===== config.mk =====
export PLATFORM = sky130hd
export DESIGN_NAME = mux16bit_821_flat
export DESIGN_NICKNAME = d
export VERILOG_FILES = /design/src/rtl/mux16bit_821_if.sv /design/src/rtl/mux16bit_821.sv /design/src/flat_wrapper.sv
export SDC_FILE = /design/constraint.sdc
export NUM_CORES = 1
export LEC_CHECK = 0
export ABC_AREA = 1
export CAP_MARGIN = 0
export CORE_MARGIN = 2
export CORE_UTILIZATION = 28
export DETAILED_ROUTE_END_ITERATION = 8
export DONT_BUFFER_PORTS = 1
export PLACE_DENSITY_LB_ADDON = 0.25
export SETUP_SLACK_MARGIN = 0.5
export SYNTH_ARGS = -nofsm -noshare
export SYNTH_HDL_FRONTEND = slang
export SYNTH_SLANG_ARGS = --single-unit

===== constraint.sdc =====
create_clock -name clk -period 0.8 [get_ports clk]
set_input_delay 0.08 -clock clk [delete_from_list [all_inputs] [get_ports clk]]
set_output_delay 0.08 -clock clk [all_outputs]
set_load 0.01 [all_outputs]

===== src/rtl/mux16bit_821_if.sv =====
// Bus bundle for the registered 8-to-1 read-port selector:
// eight 16-bit data words, three discrete select bits and the registered result.
interface mux16bit_821_if;
    logic [15:0] A0, A1, A2, A3, A4, A5, A6, A7;
    logic        s0, s1, s2;
    logic [15:0] Y;

    modport master (output A0, A1, A2, A3, A4, A5, A6, A7, s0, s1, s2, input Y);
    modport slave  (input  A0, A1, A2, A3, A4, A5, A6, A7, s0, s1, s2, output Y);
endinterface


===== src/rtl/mux16bit_821.sv =====
// Registered 8-to-1 mux of 16-bit words for the register-file read port.
// Y reloads every clock with A[{s2,s1,s0}]; async active-low reset clears Y.
module mux16bit_821 (
    input  logic          clk,
    input  logic          rst_n,
    mux16bit_821_if.slave bus
);
    logic [7:0][15:0] a;
    logic [2:0]       sel;
    logic [15:0]      nxt;
    logic [15:0]      y_q;

    // Pack so that a[i] is Ai; s2 is the select MSB.
    assign a   = {bus.A7, bus.A6, bus.A5, bus.A4, bus.A3, bus.A2, bus.A1, bus.A0};
    assign sel = {bus.s2, bus.s1, bus.s0};

    always_comb begin
        nxt = a[sel];
    end

    always_ff @(posedge clk or negedge rst_n) begin
        if (!rst_n) y_q <= 16'h0000;
        else        y_q <= nxt;
    end

    assign bus.Y = y_q;
endmodule


===== src/flat_wrapper.sv =====
// flat-port wrapper written by rule: the top's interface ports become plain ports
module mux16bit_821_flat 
  (clk, rst_n, bus_A0, bus_A1, bus_A2, bus_A3, bus_A4, bus_A5, bus_A6, bus_A7, bus_s0, bus_s1, bus_s2, bus_Y);
  mux16bit_821_if bus_i ();
  input  logic clk;
  input  logic rst_n;
  input wire logic [$bits(bus_i.A0)-1:0] bus_A0;
  input wire logic [$bits(bus_i.A1)-1:0] bus_A1;
  input wire logic [$bits(bus_i.A2)-1:0] bus_A2;
  input wire logic [$bits(bus_i.A3)-1:0] bus_A3;
  input wire logic [$bits(bus_i.A4)-1:0] bus_A4;
  input wire logic [$bits(bus_i.A5)-1:0] bus_A5;
  input wire logic [$bits(bus_i.A6)-1:0] bus_A6;
  input wire logic [$bits(bus_i.A7)-1:0] bus_A7;
  input wire logic [$bits(bus_i.s0)-1:0] bus_s0;
  input wire logic [$bits(bus_i.s1)-1:0] bus_s1;
  input wire logic [$bits(bus_i.s2)-1:0] bus_s2;
  output wire logic [$bits(bus_i.Y)-1:0] bus_Y;
  assign bus_i.A0 = bus_A0;
  assign bus_i.A1 = bus_A1;
  assign bus_i.A2 = bus_A2;
  assign bus_i.A3 = bus_A3;
  assign bus_i.A4 = bus_A4;
  assign bus_i.A5 = bus_A5;
  assign bus_i.A6 = bus_A6;
  assign bus_i.A7 = bus_A7;
  assign bus_i.s0 = bus_s0;
  assign bus_i.s1 = bus_s1;
  assign bus_i.s2 = bus_s2;
  assign bus_Y = bus_i.Y;
  mux16bit_821 u_core (.clk(clk), .rst_n(rst_n), .bus(bus_i));
endmodule

== Word-level counts from Yosys, hierarchy flattened ==
Cells that the tools add are included.

* Flip-flop bits (word level): 16
* Latch bits: 0
* RAM bits: 0
* ROM bits: 0
* Input port bits: 133
* Output and inout port bits: 16
* Word-level logic and storage cells: 4
* Memories: 0

* Add/sub/neg operators: 0
* Multiply operators: 0
* Div/mod/pow operators: 0
* $lt $le $gt $ge: 1
* Eq/ne operators: 0
* Shift-type cells: 0
* Muxes and demuxes: 2
* Bitwise gates (word level): 0
* Reductions and logical operators: 0

{| class="wikitable"
|+ Operator list
! kind !! count
|-
| $bmux W16 S3 || 1
|-
| $mux W16 || 1
|-
| $lt A3 B4 Y1 const B || 1
|}

== Depth between registers and ports, before layout ==
* Word-level depth: 2
* Gate-level depth with buffers: 7
* Gate-level depth less buffers: 6

== Least setup slack after synthesis ==
OpenSTA, ideal clock, no wires.

* Kind: in2reg
* Start: input bus_s0
* End: register u_core.y_q[13], in the netlist u_core.bus.Y[13]
* Setup time: 0.117 ns
* Data arrival time: 0.628 ns
* Required time: 0.683 ns
* Setup slack: 0.055 ns
* Stages: 7
* Path buffers: 2
* Cell sequence: buf_4 -> buf_4 -> nand2_1 -> nand3_1 -> nand2_1 -> nand2_1 -> nand2_1

* Cells in the longest elaborated chain, start to end: 2

{| class="wikitable"
|+ Ends and longest elaborated chain
! what !! RTL line !! RTL
|-
| start, declared || flat_wrapper.sv:15 || <nowiki>input wire logic [$bits(bus_i.s0)-1:0] bus_s0;</nowiki>
|-
| $bmux W16 S3 || mux16bit_821.sv:18 || <nowiki>nxt = a[sel];</nowiki>
|-
| $mux W16 (not written as such) || mux16bit_821.sv:18 ||
|-
| via u_core.nxt[13] || mux16bit_821.sv:10 || <nowiki>logic [15:0] nxt;</nowiki>
|-
| end signal, assigned || mux16bit_821.sv:23 || <nowiki>else y_q <= nxt;</nowiki>
|-
| end, declared || mux16bit_821.sv:11 || <nowiki>logic [15:0] y_q;</nowiki>
|}

The timed path passes the listed nets, and every way through them passes these cells. The select of a mux whose other input is x is not followed.

== Final worst setup path ==
* Start: register u_core.y_q[12], in the netlist u_core.bus.Y[12]
* End: output bus_Y[12]

{| class="wikitable"
|+ RTL lines
! what !! RTL line !! RTL
|-
| end, declared || flat_wrapper.sv:18 || <nowiki>output wire logic [$bits(bus_i.Y)-1:0] bus_Y;</nowiki>
|}

No word-level cell between the ends.

==> results by group <==
Clock tree
  • Root buffer cell: clkbuf_8
  • Clk sinks: 16
  • TritonCTS clock tree: yes
  • Clock Tree Buf Depth: 2
  • Total CTS buffers: 3
  • Reg clk slew, reported paths: 70 ps
  • CTS H-Tree Depth: 1

Status
  • Outcome: complete, but fails checks
  • Failing checks: negative hold slack

Logic synthesis
  • Adder-cell share of the synthesized area: 0%
  • Largest family of logic cells by synthesized area: simple AND/OR/NAND/NOR gates
  • Synth area leader: nand2_1
  • Syn nets: 575
  • YS warnings: 0
  • Simple-gate share of the synthesized area: 50.9%
  • Area share of xor/xnor cells in the synthesized design: 0%
  • Synth Area per Inst: 4.89 um^2
  • Number of synthesized register bits: 16
  • Register area share after synthesis: 18.5%
  • Top-area cell type share of the netlist area: 36.1%
  • Post-synthesis cell area: 0.00216 mm^2
  • Cells after Synth: 442
  • Synth Area in Compound Gates: 0%
  • Mux share of post-synthesis cell area: 0%
  • Unique masters post-synth: 8
  • Top post-synthesis cells by area: nand2_1, inv_1, dfrtp_1, nand3_1, buf_6

Placed design
  • PortBufs: 0
  • GPL Wtd Cong: 0.802
  • DP HPWL: 4870 um

Timing
  • RSZ-0062 raised after global routing: true
  • Worst hold slack: -488 ps
  • Final setup vio count: 0
  • Rel. slew slack: 81.2%
  • Tmin final: 765 ps
  • Worst Max-Slew Pin Slew: 282 ps
  • Setup TNS: 0 ps
  • Tcrit/Tclk final: 95.6%
  • Max Freq: 1.31 GHz
  • Slew Viols, Final: 0
  • Fin. Hold Viols: 32

Floorplanning
  • Initial Util: 28.4%
  • Die Height: 91.9 um
  • I/O pin count: 149
  • Die width: 91.9 um
  • Num rows: 32
  • Core ar.: 0.00761 mm^2
  • Die area: 0.00844 mm^2

Cells and area
  • Area Overhead vs Synth: 41.5%
  • Reg area: 400 um^2
  • Share of cells above drive strength 1: 24.8%
  • Max reg flops: 16
  • Filler Cell Count: 843
  • NumNets Final: 578
  • Fin util: 40.2%
  • # diodes: 0
  • Multi-input combinational cell area: 0.00152 mm^2

Worst setup path
  • Startpoint Class: flop
  • WP data required: 720 ps
  • Critical Path End Type: primary output
  • CP Max Fanout: 1
  • Critical path arrival: 680 ps
  • Crit Path Class: reg -> out

Detailed routing
  • Initial drt markers: 67
  • Initial DRT Pass Iterations: 5
  • Vias/cell: 4.47
  • Routed Wire Length: 7050 um
  • DRT antenna net count: 0
  • Wire per inst: 12.9 um
  • DRC viols: 0
  • DR vias: 2442

GRT
  • First-pass GRT wire length: 10500 um
  • Largest net degree at the start of global routing: 66
  • Number of global-route vias before repair: 2168
  • Initial antenna violation count: 1
  • Overflow after GRT: 0
  • Total GRT Usage: 15.5%

Hold path
  • Hold/Removal Path Class: in -> async

Power
  • Leakage power: 2.02 nW
  • Pwr dens: 953 mW/mm^2
  • VDD IR max: 0.000329 V

Flow run
  • # Max-Cap Violations: 0
-- logic make-up (layout without fill, tap and decap cells) --
kind of cell / Yosys count / in the layout
AND/OR/NAND/NOR: 272 / 272
buffers and inverters: 154 / 156
flip-flops: 16 / 16
-- what timing repair did --
| action | CTS | global route |
|---|---|---|
| resized for setup | 90 | 40 |
| gates cloned | 7 | 0 |
| endpoints found under the hold margin | 32 | 32 |
| buffers inserted | 8 | 2 |
| pin swaps | 37 | 35 |
| endpoints found under the setup margin | 32 | 32 |
-- per-stage QoR --
stage	instances	setup WS (ps)	total power, mW	cell area, um^2
2_1_floorplan	442	138	1.72	2250
4_1_cts	544	31.2	2.83	2870
5_1_grt	546	23.1	3.09	3060
3_3_place_gp	525	-10.6	1.74	2180
3_5_place_dp	525	-12.7	1.73	2180
6_report	546	35.5	2.92	3060
-- cell type report --
cell class / instances / area share, %
multi-input cells: 272 / 49.7
inverters: 131 / 17.2
repair buffers: 21 / 14.1
flip-flops and latches: 16 / 13.1
well taps: 102 / 4.17
clock buffers: 4 / 1.80
-- worst max-delay path by stage --
stage	startpoint	to	slack (ps)	cells after the start
after floorplan	bus_s0	u_core.bus.Y[10]	140	7
after global placement	bus_s1	u_core.bus.Y[11]	-10	5
after detailed placement	bus_s0	u_core.bus.Y[11]	-10	7
after CTS	u_core.bus.Y[12]	bus_Y[12]	30	0
after global routing	u_core.bus.Y[14]	bus_Y[14]	20	0
final	u_core.bus.Y[12]	bus_Y[12]	40	0
-- where the power goes --
part / leakage, nW / internal (mW) / total (mW) / switching, mW
combinational: 1.80 / 0.555 / 1.17 / 0.615
clock: 0.0288 / 0.438 / 0.752 / 0.315
sequential: 0.193 / 0.899 / 0.995 / 0.0963
-- per-layer routing --
metal	up-vias	share of wire, %	global-route usage [%]
met3	6	6.9	3.20
met1	1084	44	19.8
li1	1245	-	-
met4	2	0.64	2.11
met2	105	49	27.4
met5	-	0.17	0
-- cells in the final DEF, fill, tap and decap left out --
| cell type | count |
|---|---|
| buf_12 | 8 |
| nand2_4 | 25 |
| inv_1 | 128 |
| inv_8 | 1 |
| nand3_1 | 29 |
| dfrtp_1 | 16 |
| nand2_2 | 22 |
| buf_16 | 7 |
| inv_2 | 1 |
| nand3_2 | 35 |
| clkinv_16 | 1 |
| nand2_1 | 161 |
| buf_8 | 4 |
| clkbuf_8 | 4 |
| buf_4 | 1 |
| buf_6 | 1 |
-- cells in the mapped netlist (all sizes together) --
cell,instances
nand2,208
inv,131
nand3,64
buf,23
dfrtp,16
Note: power is estimated with default switching activity, not from simulation.
